## src/rtl/pwm_capture.sv

```systemverilog
`default_nettype none
// =====================================================================
// pwm_capture : measures PWM high time / period, flags a stuck line
// Option PWM_CAPTURE_GLITCH_FILTER_EN : 3-cycle stability filter on input
// Revision    : 1.0
// =====================================================================
module pwm_capture #(
  parameter int CNT_W   = 10,
  parameter int TIMEOUT = 1536
) (
  input  logic             clk,
  input  logic             rst_n,
  input  logic             pwm_in,
  output logic [CNT_W:0]   high_time,
  output logic [CNT_W:0]   period,
  output logic             valid,
  output logic             stuck,
  output logic             stuck_lvl
);

  localparam int W = CNT_W + 1;
  localparam logic [W-1:0] C_TMO_LAST = W'(TIMEOUT - 1);
`ifdef PWM_CAPTURE_GLITCH_FILTER_EN
  localparam logic [2:0] C_WARM = 3'd6;
`else
  localparam logic [2:0] C_WARM = 3'd3;
`endif

  typedef enum logic [1:0] {IDLE = 2'd0, HIGH = 2'd1, LOW = 2'd2} state_t;

  logic         sync1_q, sync2_q, s_d_q;
  logic [2:0]   warm_q;
  logic         w_s, w_armed, w_rise, w_fall;
  state_t       state_q;
  logic [W-1:0] per_q, hi_q, tmo_q;
  logic [W-1:0] w_per_inc, w_hi_inc;

`ifdef PWM_CAPTURE_GLITCH_FILTER_EN
  logic h1_q, h2_q, filt_q;

  always_ff @(posedge clk or negedge rst_n) begin
    if (!rst_n) begin
      h1_q   <= 1'b0;
      h2_q   <= 1'b0;
      filt_q <= 1'b0;
    end else begin
      h1_q <= sync2_q;
      h2_q <= h1_q;
      if (sync2_q == h1_q && h1_q == h2_q) filt_q <= sync2_q;
    end
  end

  assign w_s = filt_q;
`else
  assign w_s = sync2_q;
`endif

  // Edges are ignored until the pipeline holds only real samples, so a line
  // already high at reset release is not taken for a rise.
  assign w_armed   = (warm_q == C_WARM);
  assign w_rise    = w_armed &  w_s & ~s_d_q;
  assign w_fall    = w_armed & ~w_s &  s_d_q;
  assign w_per_inc = (per_q == '1) ? per_q : per_q + 1'b1;
  assign w_hi_inc  = (hi_q  == '1) ? hi_q  : hi_q  + 1'b1;

  always_ff @(posedge clk or negedge rst_n) begin
    if (!rst_n) begin
      sync1_q <= 1'b0;
      sync2_q <= 1'b0;
      s_d_q   <= 1'b0;
      warm_q  <= 3'd0;
    end else begin
      sync1_q <= pwm_in;
      sync2_q <= sync1_q;
      s_d_q   <= w_s;
      if (!w_armed) warm_q <= warm_q + 3'd1;
    end
  end

  always_ff @(posedge clk or negedge rst_n) begin
    if (!rst_n) begin
      state_q   <= IDLE;
      per_q     <= '0;
      hi_q      <= '0;
      tmo_q     <= '0;
      high_time <= '0;
      period    <= '0;
      valid     <= 1'b0;
      stuck     <= 1'b0;
      stuck_lvl <= 1'b0;
    end else begin
      valid <= 1'b0;
      case (state_q)
        IDLE: begin
          if (w_rise) begin
            per_q   <= {{(W-1){1'b0}}, 1'b1};
            hi_q    <= {{(W-1){1'b0}}, 1'b1};
            state_q <= HIGH;
          end
        end
        HIGH: begin
          per_q <= w_per_inc;
          if (w_fall) state_q <= LOW;
          else        hi_q    <= w_hi_inc;
        end
        LOW: begin
          if (w_rise) begin
            period    <= per_q;
            high_time <= hi_q;
            valid     <= 1'b1;
            per_q     <= {{(W-1){1'b0}}, 1'b1};
            hi_q      <= {{(W-1){1'b0}}, 1'b1};
            state_q   <= HIGH;
          end else begin
            per_q <= w_per_inc;
          end
        end
        default: state_q <= IDLE;
      endcase

      // An edge always beats an expiring timeout; tmo_q freezes while stuck.
      if (w_rise || w_fall) begin
        tmo_q <= '0;
        stuck <= 1'b0;
      end else if (!stuck) begin
        if (tmo_q == C_TMO_LAST) begin
          stuck     <= 1'b1;
          stuck_lvl <= w_s;
          high_time <= w_s ? '1 : '0;
          period    <= '0;
          valid     <= 1'b1;
          state_q   <= IDLE;
        end else begin
          tmo_q <= tmo_q + 1'b1;
        end
      end
    end
  end

endmodule
`default_nettype wire

```

## config.mk

```make
export PLATFORM = sky130hd
export DESIGN_NAME = pwm_capture
export DESIGN_NICKNAME = d
export VERILOG_FILES = /design/src/rtl/pwm_capture.sv
export SDC_FILE = /design/constraint.sdc
export NUM_CORES = 1
export LEC_CHECK = 0
export BUFFER_PORTS_ARGS = -buffer_cell sky130_fd_sc_hd__buf_4
export CAP_MARGIN = 15
export CORE_MARGIN = 2
export CORE_UTILIZATION = 30
export CTS_CLUSTER_DIAMETER = 200
export DETAILED_ROUTE_END_ITERATION = 8
export GPL_TIMING_DRIVEN = 0
export SLEW_MARGIN = 20
export SYNTH_ARGS = -nofsm -noshare
export SYNTH_HDL_FRONTEND = slang
export SYNTH_SLANG_ARGS = --single-unit
export TNS_END_PERCENT = 20
```

## constraint.sdc

```tcl
create_clock -name clk -period 3 [get_ports clk]
set_input_delay 0.45 -clock clk [delete_from_list [all_inputs] [get_ports clk]]
set_output_delay 0.45 -clock clk [all_outputs]
set_load 0.02 [all_outputs]
```

==> summary.txt <==
Synthesis
  • Ys async rst share: 1.00
  • Largest area contributor in the netlist: dfrtp_1
  • Cells after Synth: 346
  • Most used DFF post-synth: dfrtp_1
  • EDFF count, synth: 0
  • Top post-synthesis cells by area: dfrtp_1 51%, nand2_1 8.0%, xor2_1 4.0%
  • Syn nets: 358
  • Mapped Avg Cell Area: 9.41 um2
  • Synth Register Bits: 66
  • Warnings, synthesis: 0
  • Syn Std Cell Area: 3250 um2
  • Sequential fraction of the synthesis area: 0.507
  • Post-synth top cells: 69 x nand2_1, 66 x dfrtp_1, 29 x nor2_1
  • Count leader, synth: nand2_1
  • Yosys cell types: 45
  • Share of the synthesized area in the top cell type: 0.507

Final layout
  • Antenna cells: 0
  • Layout cell share with drive strength beyond 1: 0.141
  • Nets@finish: 396
  • Fill cells: 1090
  • Area of the multi-input gates: 1520 um2
  • Final Core Density: 0.360
  • Fin area: 3850 um2
  • Storage cell area: 1650 um2
  • Area Growth Syn to Fin: 18.3%

STA
  • Top achievable clock speed: 0.436 GHz
  • Fin. Hold Viols: 0
  • Slew margin rel.: 0.442
  • Final worst-path cycle share: 0.764
  • RSZ-0062 raised after global routing: no
  • Clk_skew: 7.58 ps
  • Slew @ Worst Pin: 837 ps
  • Setup TNS: 0 ps
  • Fin. max-slew vios: 0
  • PnR worst setup slack: 708 ps
  • Final setup violation count: 0
  • Min Tclk post-route: 2290 ps

GRT
  • Initial antenna violation count: 0
  • Global-route wire length before repair: 12100 um
  • GRT Total Usage: 0.132
  • Gr ovfl total: 0
  • Number of global-route vias before repair: 2441
  • Largest net degree at the start of global routing: 67

CTS
  • Root Driver: clkbuf_8
  • Clock transition at path regs: 70 ps
  • CTS tree: built
  • H-tree depth: 3
  • CTS Sinks: 66
  • CTS buffer count: 9
  • Number of setup buffers added after CTS: 0
  • Hold_buf cts: 0
  • Clk buf depth: 2
  • Post-CTS Resized: 0
  • Worst skew pair latency: 340 ps

Setup path
  • RR Startpoint: warm_q[0]$_DFFE_PN0P_
  • Most frequent CP cell: ha_1
  • CP Launch Point: warm_q[0]$_DFFE_PN0P_
  • Reg2Reg Setup Slack: 710 ps
  • Critical Path End: hi_q[5]$_DFFE_PN0P_
  • Startpoint type of the worst setup path: flip-flop
  • Kind of critical path: reg -> reg
  • Worst R2R End: hi_q[5]$_DFFE_PN0P_
  • Largest stage delay, worst path: 390 ps
  • Worst-path cell chain: ha_1 > ha_1 > buf_2 > and2b_1 > nand2_1 > a21oi_1 > nand3_1 > o31ai_1
  • Nature of the critical path endpoint: flip-flop
  • Reg2Reg Depth: 8
  • CP Max Fanout: 9
  • CP max-delay cell: a21oi_1
  • Worst Path Arrival: 2530 ps
  • Worst EP required: 3240 ps

Floorplan
  • Core Region: 10700 um2
  • Die W: 108 um
  • Row cnt: 38
  • I/O pins: 28
  • Initial Utilization: 0.304
  • Die Area: 11700 um2
  • Die Ht: 108 um

Place
  • Dpl hpwl: 4840 um
  • Port bufs: 27
  • Placed Instance Area: 3630 um2
  • Dpl ws: 716 ps
  • RePlAce Congestion: 0.788

Routing
  • Initial drt markers: 134
  • Routed wire per std cell: 13.3 um
  • DRT antenna net count: 0
  • Drt drc: 0
  • DRT Pass-1 Iters: 4
  • Vias/cell: 4.81
  • Drt total wl: 7050 um
  • Via count: 2547

Power
  • Leak: 1.72 nW
  • Pwr/cell area: 700 nW/um2
  • Total chip power: 0.00270 W
  • Max VDD drop: 0.319 mV

Run status
  • Status: completed

Hold path
  • Tightest Hold Check Type: in -> async

Job
  • MaxCap Viol Count: 0
metal layers:
metal  part of all wire  wire [um]  up-vias  track usage
li1                   -          -     1293            -
met1               0.50       3500     1210        0.179
met2               0.46       3250       37        0.207
met3              0.031        215        7       0.0380
met4              0.012         82        0       0.0385
met5                  0          0        -            0
how the worst min path moves through the flow:
stage	start	cells past startpoint	end	slack (ps)
after global placement	sync1_q$_DFF_PN0_	0	sync2_q$_DFF_PN0_	340
final	rst_n	1	high_time[9]$_DFF_PN0_	200
after detailed placement	sync1_q$_DFF_PN0_	0	sync2_q$_DFF_PN0_	330
after CTS	pwm_in	1	sync1_q$_DFF_PN0_	210
after floorplan	rst_n	0	hi_q[0]$_DFFE_PN0P_	150
after global routing	pwm_in	1	sync1_q$_DFF_PN0_	200
registers in the layout, indices dropped and copies added (netlist names):
| signal | flops |
|---|---|
| hi_q | 11 |
| high_time | 11 |
| per_q | 11 |
| period | 11 |
| s_d_q | 1 |
| state_q | 2 |
| stuck | 1 |
| stuck_lvl | 1 |
| sync1_q | 1 |
| sync2_q | 1 |
| tmo_q | 11 |
| valid | 1 |
| warm_q | 3 |
layout make-up:
| type | instances | area share |
|---|---|---|
| Multi-Input combinational cell | 259 | 0.394 |
| Sequential cell | 66 | 0.429 |
| Buffer | 15 | 0.0159 |
| Timing Repair Buffer | 27 | 0.0526 |
| Clock buffer | 11 | 0.0367 |
| Inverter | 6 | 0.00585 |
| Clock inverter | 5 | 0.0201 |
| Tap cell | 140 | 0.0455 |
through the flow:
step / hold slack (ps) / instances
2_1_floorplan: 154 / 346
3_3_place_gp: 343 / 513
3_5_place_dp: 335 / 513
4_1_cts: 208 / 529
5_1_grt: 196 / 529
6_report: 199 / 529
where the power goes:
| group | switching [W] | internal, W |
|---|---|---|
| logic | 0.000486 | 0.000285 |
| clock network | 0.000349 | 0.000488 |
| registers | 0.000102 | 0.000987 |
cell families (layout without fill, tap and decap cells):
family,count (synthesis),after routing,synth area share
xor gates and xnor gates,19,19,0.0511
muxes,2,2,0.00654
adders and majority gates,9,9,0.0346
AOI/OAI and AO/OA,71,71,0.143
buffers and inverters,21,64,0.0258
and+or+nand+nor,158,158,0.231
DFF,66,66,0.507
worst max-delay path, delay by kind of cell, from the launching register on:
family,cells,cell delay [ps]
AO/OA/AOI/OAI,2,720
AND/OR/NAND/NOR,3,610
buffers and inverters,1,190
flip-flops,1,370
adder cells (fa/ha/maj),2,290
cell usage in the layout, fill, tap and decap left out, types with 4 or more instances in the layout:
| cell | n |
|---|---|
| clkbuf_8 | 10 |
| dfrtp_1 | 66 |
| inv_1 | 6 |
| nand4_1 | 9 |
| o31ai_1 | 10 |
| buf_2 | 4 |
| xnor2_1 | 4 |
| nor2_1 | 29 |
| buf_4 | 27 |
| nand3_1 | 19 |
| ha_1 | 9 |
| o21ai_0 | 10 |
| nand2_1 | 69 |
| nor3_1 | 7 |
| and3_1 | 7 |
| a31oi_1 | 12 |
| clkbuf_1 | 12 |
| xor2_1 | 15 |
| a21oi_1 | 24 |
(Power assumes the default switching activity.)
